## src/rtl/imem_fetch_ctrl.sv

```systemverilog
// Instruction fetch sequencer: owns the PC, tracks the one-cycle memory read
// latency and buffers up to two fetched words for decode behind valid/ready.
module imem_fetch_ctrl #(
  parameter int unsigned DATA_W     = 32,
  parameter logic [31:0] START_ADDR = 32'd0,
  parameter logic [31:0] LAST_ADDR  = 32'd255
) (
  input  logic              clk,
  input  logic              rst,
  input  logic              start,
  output logic [31:0]       imem_addr,
  input  logic [DATA_W-1:0] imem_inst,
  input  logic              redirect,
  input  logic [31:0]       redirect_pc,
  output logic              out_valid,
  input  logic              out_ready,
  output logic [DATA_W-1:0] out_inst,
  output logic [31:0]       out_pc,
  output logic              busy,
  output logic              done
);

  typedef enum logic [1:0] {
    IDLE  = 2'd0,
    RUN   = 2'd1,
    DRAIN = 2'd2,
    DONE  = 2'd3
  } state_e;

  state_e            state_q, state_d;
  logic [31:0]       pc_q, pc_d;
  logic              infl_q, infl_d;
  logic [31:0]       infl_pc_q, infl_pc_d;
  logic [1:0]        count_q, count_d;
  logic [DATA_W-1:0] inst_q [2];
  logic [DATA_W-1:0] inst_d [2];
  logic [31:0]       bpc_q [2];
  logic [31:0]       bpc_d [2];

  logic pop;
  logic room;
  logic issue;
  logic pc_past_end;

  assign out_valid   = (count_q != 2'd0);
  assign pop         = out_valid & out_ready;
  // count + inflight never exceeds 2, so a free slot exists whenever the sum is below 2.
  assign room        = (({1'b0, count_q} + {2'b00, infl_q}) < 3'd2);
  assign pc_past_end = (pc_q > LAST_ADDR);

  always_comb begin
    state_d   = state_q;
    pc_d      = pc_q;
    infl_d    = infl_q;
    infl_pc_d = infl_pc_q;
    count_d   = count_q;
    inst_d    = inst_q;
    bpc_d     = bpc_q;
    issue     = 1'b0;

    case (state_q)
      IDLE, DONE: begin
        if (start) begin
          state_d = RUN;
          pc_d    = START_ADDR;
          infl_d  = 1'b0;
          count_d = 2'd0;
        end
      end

      RUN, DRAIN: begin
        if (redirect) begin
          // Redirect wins over issue, capture and pop: everything fetched so far is stale.
          pc_d    = redirect_pc;
          infl_d  = 1'b0;
          count_d = 2'd0;
          state_d = (redirect_pc > LAST_ADDR) ? DRAIN : RUN;
        end else begin
          if (state_q == RUN) begin
            if (pc_past_end) begin
              state_d = DRAIN;
            end else begin
              issue = room | pop;
            end
          end

          infl_d = issue;
          if (issue) begin
            infl_pc_d = pc_q;
            pc_d      = pc_q + 32'd1;
          end

          case ({infl_q, pop})
            2'b10: begin
              inst_d[count_q[0]] = imem_inst;
              bpc_d[count_q[0]]  = infl_pc_q;
              count_d            = count_q + 2'd1;
            end
            2'b01: begin
              inst_d[0] = inst_q[1];
              bpc_d[0]  = bpc_q[1];
              count_d   = count_q - 2'd1;
            end
            2'b11: begin
              if (count_q == 2'd1) begin
                inst_d[0] = imem_inst;
                bpc_d[0]  = infl_pc_q;
              end else begin
                inst_d[0] = inst_q[1];
                bpc_d[0]  = bpc_q[1];
                inst_d[1] = imem_inst;
                bpc_d[1]  = infl_pc_q;
              end
            end
            default: ;
          endcase

          if ((state_q == DRAIN) && (count_q == 2'd0) && !infl_q) begin
            state_d = DONE;
          end
        end
      end

      default: state_d = IDLE;
    endcase
  end

  always_ff @(posedge clk) begin
    infl_pc_q <= infl_pc_d;
    inst_q    <= inst_d;
    bpc_q     <= bpc_d;
    if (rst) begin
      state_q <= IDLE;
      pc_q    <= START_ADDR;
      infl_q  <= 1'b0;
      count_q <= 2'd0;
    end else begin
      state_q <= state_d;
      pc_q    <= pc_d;
      infl_q  <= infl_d;
      count_q <= count_d;
    end
  end

  // Buffer data is not reset, so the head is masked to zero while empty.
  assign out_inst  = out_valid ? inst_q[0] : '0;
  assign out_pc    = out_valid ? bpc_q[0] : 32'd0;
  assign imem_addr = pc_q;
  assign busy      = (state_q == RUN) || (state_q == DRAIN);
  assign done      = (state_q == DONE);

endmodule

```

## config.mk

```make
export PLATFORM = sky130hd
export DESIGN_NAME = imem_fetch_ctrl
export DESIGN_NICKNAME = d
export VERILOG_FILES = /design/src/rtl/imem_fetch_ctrl.sv
export SDC_FILE = /design/constraint.sdc
export NUM_CORES = 1
export LEC_CHECK = 0
export CORE_ASPECT_RATIO = 1.75
export CORE_MARGIN = 4
export CORE_UTILIZATION = 48
export CTS_BUF_LIST = sky130_fd_sc_hd__clkbuf_8
export CTS_CLUSTER_DIAMETER = 60
export DETAILED_ROUTE_END_ITERATION = 8
export GPL_ROUTABILITY_DRIVEN = 0
export PLACE_DENSITY = 0.78
export SLEW_MARGIN = 20
export SYNTH_ARGS = -nofsm -noshare
export SYNTH_HDL_FRONTEND = slang
export SYNTH_SLANG_ARGS = --single-unit
```

## constraint.sdc

```tcl
create_clock -name clk -period 7.2 [get_ports clk]
set_clock_uncertainty 0.15 [all_clocks]
set_input_delay 1.8 -clock clk [delete_from_list [all_inputs] [get_ports clk]]
set_output_delay 1.8 -clock clk [all_outputs]
set_load 0.005 [all_outputs]
```

; ---- Word-level counts from Yosys, hierarchy flattened
; Cells that the tools add are included.
[word_totals]
ram_bits = 0
register_bits = 197
romBits = 0
output_inout_bits = 99
latch_bits = 0
wordCells = 89
memories = 0
inputBits = 69
[classes]
shifts = 0
mul = 0
magnitude_cmp = 5
reduce_logical = 18
n_eq_ne = 13
n_mux = 36
div_mod_pow = 0
bitwise_logic = 4
addsub = 4
[op_table]
columns = operator, count
row1 = two-way mux 32 bit, 10
row2 = one-hot mux 32 bit (2 select lines), 3
row3 = one-hot mux 32 bit (3 select lines), 2
row4 = bitwise mux 64 bit, 2
row5 = "greater-than comparator 32 x 8 -> 1 bit, second input constant", 2
row6 = "adder 32 x 1 -> 32 bit, second input constant", 1
row7 = demux 32 bit (select 1 bit), 1
row8 = two-way mux 2 bit, 8
row9 = one-hot mux 2 bit (2 select lines), 3
row10 = AND reduction 3 bit, 3
row11 = "equality test 2 bit, second input constant", 4
row12 = "inequality test 4 bit, second input constant", 2
row13 = "equality test 2 x 1 -> 1 bit, second input constant", 3
row14 = two-way mux 1 bit, 6
row15 = logical NOT 2 bit, 2
row16 = "inequality test 2 bit, second input constant", 2
row17 = "inequality test 4 x 2 -> 1 bit, second input constant", 1
row18 = AND reduction 2 bit, 2
row19 = AND reduction 4 bit, 1
row20 = nonzero test 2 bit, 2
row21 = OR reduction 2 bit, 2
row22 = adder 2 x 1 -> 3 bit, 1
row23 = logical AND 1 bit, 3
row24 = "< comparator 3 x 2 -> 1 bit, second input constant", 1
row25 = other kinds (13), 13

; ---- Longest topological paths before layout
[logic_depth]
ltp_word = 10
ltp_mapped = 9

; ---- Worst setup path after synthesis
; Ideal clock, no wire load.
[synth_timing]
kind = input to register
startpoint = in out_ready
endpoint = reg bpc_q[32] in the netlist's numbering, enable pin
required_ns = 6.486
path_buffers = 0
stages = 4
slack_ns = -0.194
setup_time_ns = 0.564
arrival_ns = 6.680
cell_sequence = nor2b_1 > ha_1 > nor3_1 > nor3_1
[synth_between]
elab_chain_len = 4
word_cells_on_any_way = 6
classes_between = 3 x eq/ne / 1 x bitwise / 2 x reduce/logical
[synth_rtl]
columns = item, line
row1 = "start, declared", 16  ; input logic out_ready,
row2 = AND 1 bit *, 46  ; assign pop = out_valid & out_ready;
row3 = equality test 2 bit / equality test 2 x 1 -> 1 bit (equally long branches), 93  ; case ({infl_q, pop})
row4 = nonzero test 3 bit (no line) *, n/a
row5 = AND reduction 3 bit (no line) *, n/a
row6 = "end signal, assigned", 131  ; bpc_q <= bpc_d;
row7 = "end, declared", 37  ; logic [31:0] bpc_q [2];
; Every way passes the cells marked *; elsewhere a longest branch is shown, timed or not.
; A chain may end at the register's enable or synchronous reset.

; ---- Worst setup path in the final report
[layout_timing]
startpoint = reg count_q[0]
endpoint = out out_pc[20]
[layout_between]
elab_chain_len = 2
[layout_rtl]
columns = item, line
row1 = "start, declared", 34  ; logic [1:0] count_q, count_d;
row2 = "start signal, assigned", 141  ; count_q <= count_d;
row3 = nonzero test 2 bit, 45  ; assign out_valid = (count_q != 2'd0);
row4 = two-way mux 32 bit, 147  ; assign out_pc = out_valid ? bpc_q[0] : 32'd0;
row5 = "end, declared", 18  ; output logic [31:0] out_pc,
; Every way passes these cells.

==> reports/metrics.cfg <==
[detailed_routing]
antenna_left = 0
vias_per_cell = 5.69
avgRoutedWirePerCell_um = 18.8
highest_layer = met4
met3_wirelength_um = 1320
dr_total_vias = 6072
drc = 0
drt_pass1_iterations = 5
drt-met1-wl_um = 7080
initialDrtViolationCount = 373
dr_wl_met2_um = 10900
wirelength_um = 20000

[floorplan]
coreArea_um2 = 17500
die_x_um = 109
die-area_um2 = 20100
io_pins = 168
start_util = 0.489
rows = 64
die_height_um = 184

[clock_network]
cts_made_buffers = 17
cts_hold_buf = 0
post_cts_buffers = 0
htree_levels = 4
clkTransAtPathRegs_ns = 0.10
post_cts_resized = 0
clock_sinks = 197
clockBufferDepth = 2
clockRootBuffer = clkbuf_8
cts_tree = done
insertion_delay_ns = 0.43

[global_routing]
overflow = 0
antenna_found_initial = 0
grt_pass1_wl_um = 31700
track_usage = 0.202
grt_max_degree = 66
first_global_vias = 6280

[logic_synthesis]
synthFlopType = edfxtp_1
synthesis.nets = 746
ys_seq_elements = 197
seq_area_frac_synth = 0.649
netlist_area_um2 = 8540
ys.warnings.count = 0
yosysUniqueCellTypes = 51
avgSynthCellArea_um2 = 12.8
synth_edf_count = 160
syn_inst = 667
async_flop_share = 0

[power]
swShare = 0.285
p_int_uw = 1900
leakage_uw = 0.00384
comb_power_share = 0.196
pwr_density_cell_nw_per_um2 = 244
seqPwrFrac = 0.519
p_clk_frac = 0.285
power.switching_uw = 758
max-vdd-ir-drop_mv = 0.163

[sta]
fin_crit_ns = 4.45
finalSetupViolCount = 0
finalMaxSlewViolations = 0
finalHoldViolations = 0
slew_headroom = 0.347
worst_pin_slew_ns = 0.971
finalCritPeriodShare = 0.618
rsz0062_at_grt = false
max_freq_mhz = 225
setup_tns_ns = 0

[worst_hold_path]
min_path_type = reg -> reg

[worst_setup_path]
arrival_ns = 2.50
worstPathRequired_ns = 5.25
crit_type = reg -> out
crit_path_end_kind = primary output
crit_fanout = 65
start_kind = flop

[run_status]
status = finished, final reports clean

[placement]
place_hpwl_um = 14000
portBuffers = 167

[job]
maxCapViolCount = 0

[cells_and_area]
antenna_cells = 0
nets = 902
finish.utilization = 0.624
drive_gt1_frac = 0.0682
layout_commonest_cell = clkdlybuf4s50_1
num-fill-cells = 1386
final_cell_mix = clkdlybuf4s50_1, edfxtp_1, nor2b_1
area_growth_syn_to_layout_pct = 27.5

-- synthesized netlist by cell type (all sizes together) (2+ instances only) --
cell type	count	area, um^2
nor3	10	50.1
o31a	2	17.5
a32o	3	31.3
xnor2	3	26.3
clkbuf	35	131
edfxtp	160	4800
a31oi	3	18.8
buf	2	7.51
nor2b	131	820
nand2b	3	18.8
nand2	34	128
nor4	13	106
a211oi	4	30.0
nor2	26	97.6
mux2i	2	20.0
and3	2	12.5
o21ai	26	130
dfxtp	37	741
o211ai	3	22.5
nand3	13	65.1
o21a	3	22.5
a22o	70	613
ha	10	125
a21oi	18	93.8
a2bb2oi	2	17.5
a22oi	9	67.6
or3	2	17.5
nand4	10	68.8
inv	12	45.0
o31ai	5	51.3
-- power by group through the flow --
stage          logic (uW)  clock network (uW)  registers [uW]
2_1_floorplan         299                   0            1370
3_3_place_gp          494                   0            1400
3_5_place_dp          510                   0            1400
4_1_cts               515                 769            1380
5_1_grt               559                 824            1390
6_report              519                 757            1380
-- worst max-delay path, stage by stage, from the launching register on --
cell and delay (ns):
dfxtp_1 0.52, inv_1 0.13, ha_2 0.22, buf_4 0.33
nor2b_1 0.31, clkdlybuf4s50_1 0.55
-- area by class of cell --
class,instances,area (um^2),area share
timing repair buffer,174,1720,0.158
sequential,197,5550,0.509
inverter,12,45.0,0.00414
multi-input combinational,421,2860,0.262
tap,231,289,0.0265
clock buffer,19,262,0.0240
clock inverter,13,168,0.0154
-- stage by stage --
step | std cells | worst slack [ns] | total power, uW | area [um^2] | hold WS, ns
after floorplan | 667 | 1.06 | 1670 | 8540 | 0.327
after detailed placement | 1035 | 2.45 | 1910 | 10500 | 0.371
after CTS | 1067 | 2.72 | 2660 | 10900 | 0.387
after global placement | 1035 | 2.61 | 1890 | 10500 | 0.369
after global routing | 1067 | 2.59 | 2770 | 10900 | 0.394
final | 1067 | 2.75 | 2660 | 10900 | 0.390
-- flip-flops by register name, indices dropped and copies added (netlist names) --
register / cells
bpc_q: 64
infl_pc_q: 32
count_q: 2
state_q: 2
inst_q: 64
imem_addr: 32
infl_q: 1
-- cells by family (layout without fill, tap and decap cells) --
family                     Yosys count  after routing  synth area share
AOI/OAI and AO/OA                  155            155             0.139
and+or+nand+nor                    249            249             0.168
DFF                                197            197             0.649
muxes                                3              3           0.00366
adders and majority gates           10             10            0.0147
buffers and inverters               49            218            0.0215
xor gates and xnor gates             4              4           0.00410
-- per-layer routing --
layer  global-route usage  vias to the layer above
li1                     -                     2803
met1                0.220                     2925
met2                0.367                      283
met3               0.0417                       61
met4               0.0971                        0
met5                    0                        -
-- worst paths after layout --
| check | startpoint | to | slack (ns) | depth (start not counted) |
|---|---|---|---|---|
| worst max-delay path | count_q[0] | out_pc[20] | 2.75 | 5 |
| worst max register to register | state_q[0] | bpc_q[39] | 4.08 | 6 |
| worst min register to register | bpc_q[1] | bpc_q[33] | 0.39 | 1 |
| worst min-delay path | bpc_q[1] | bpc_q[33] | 0.39 | 1 |
(Power assumes the default switching activity.)
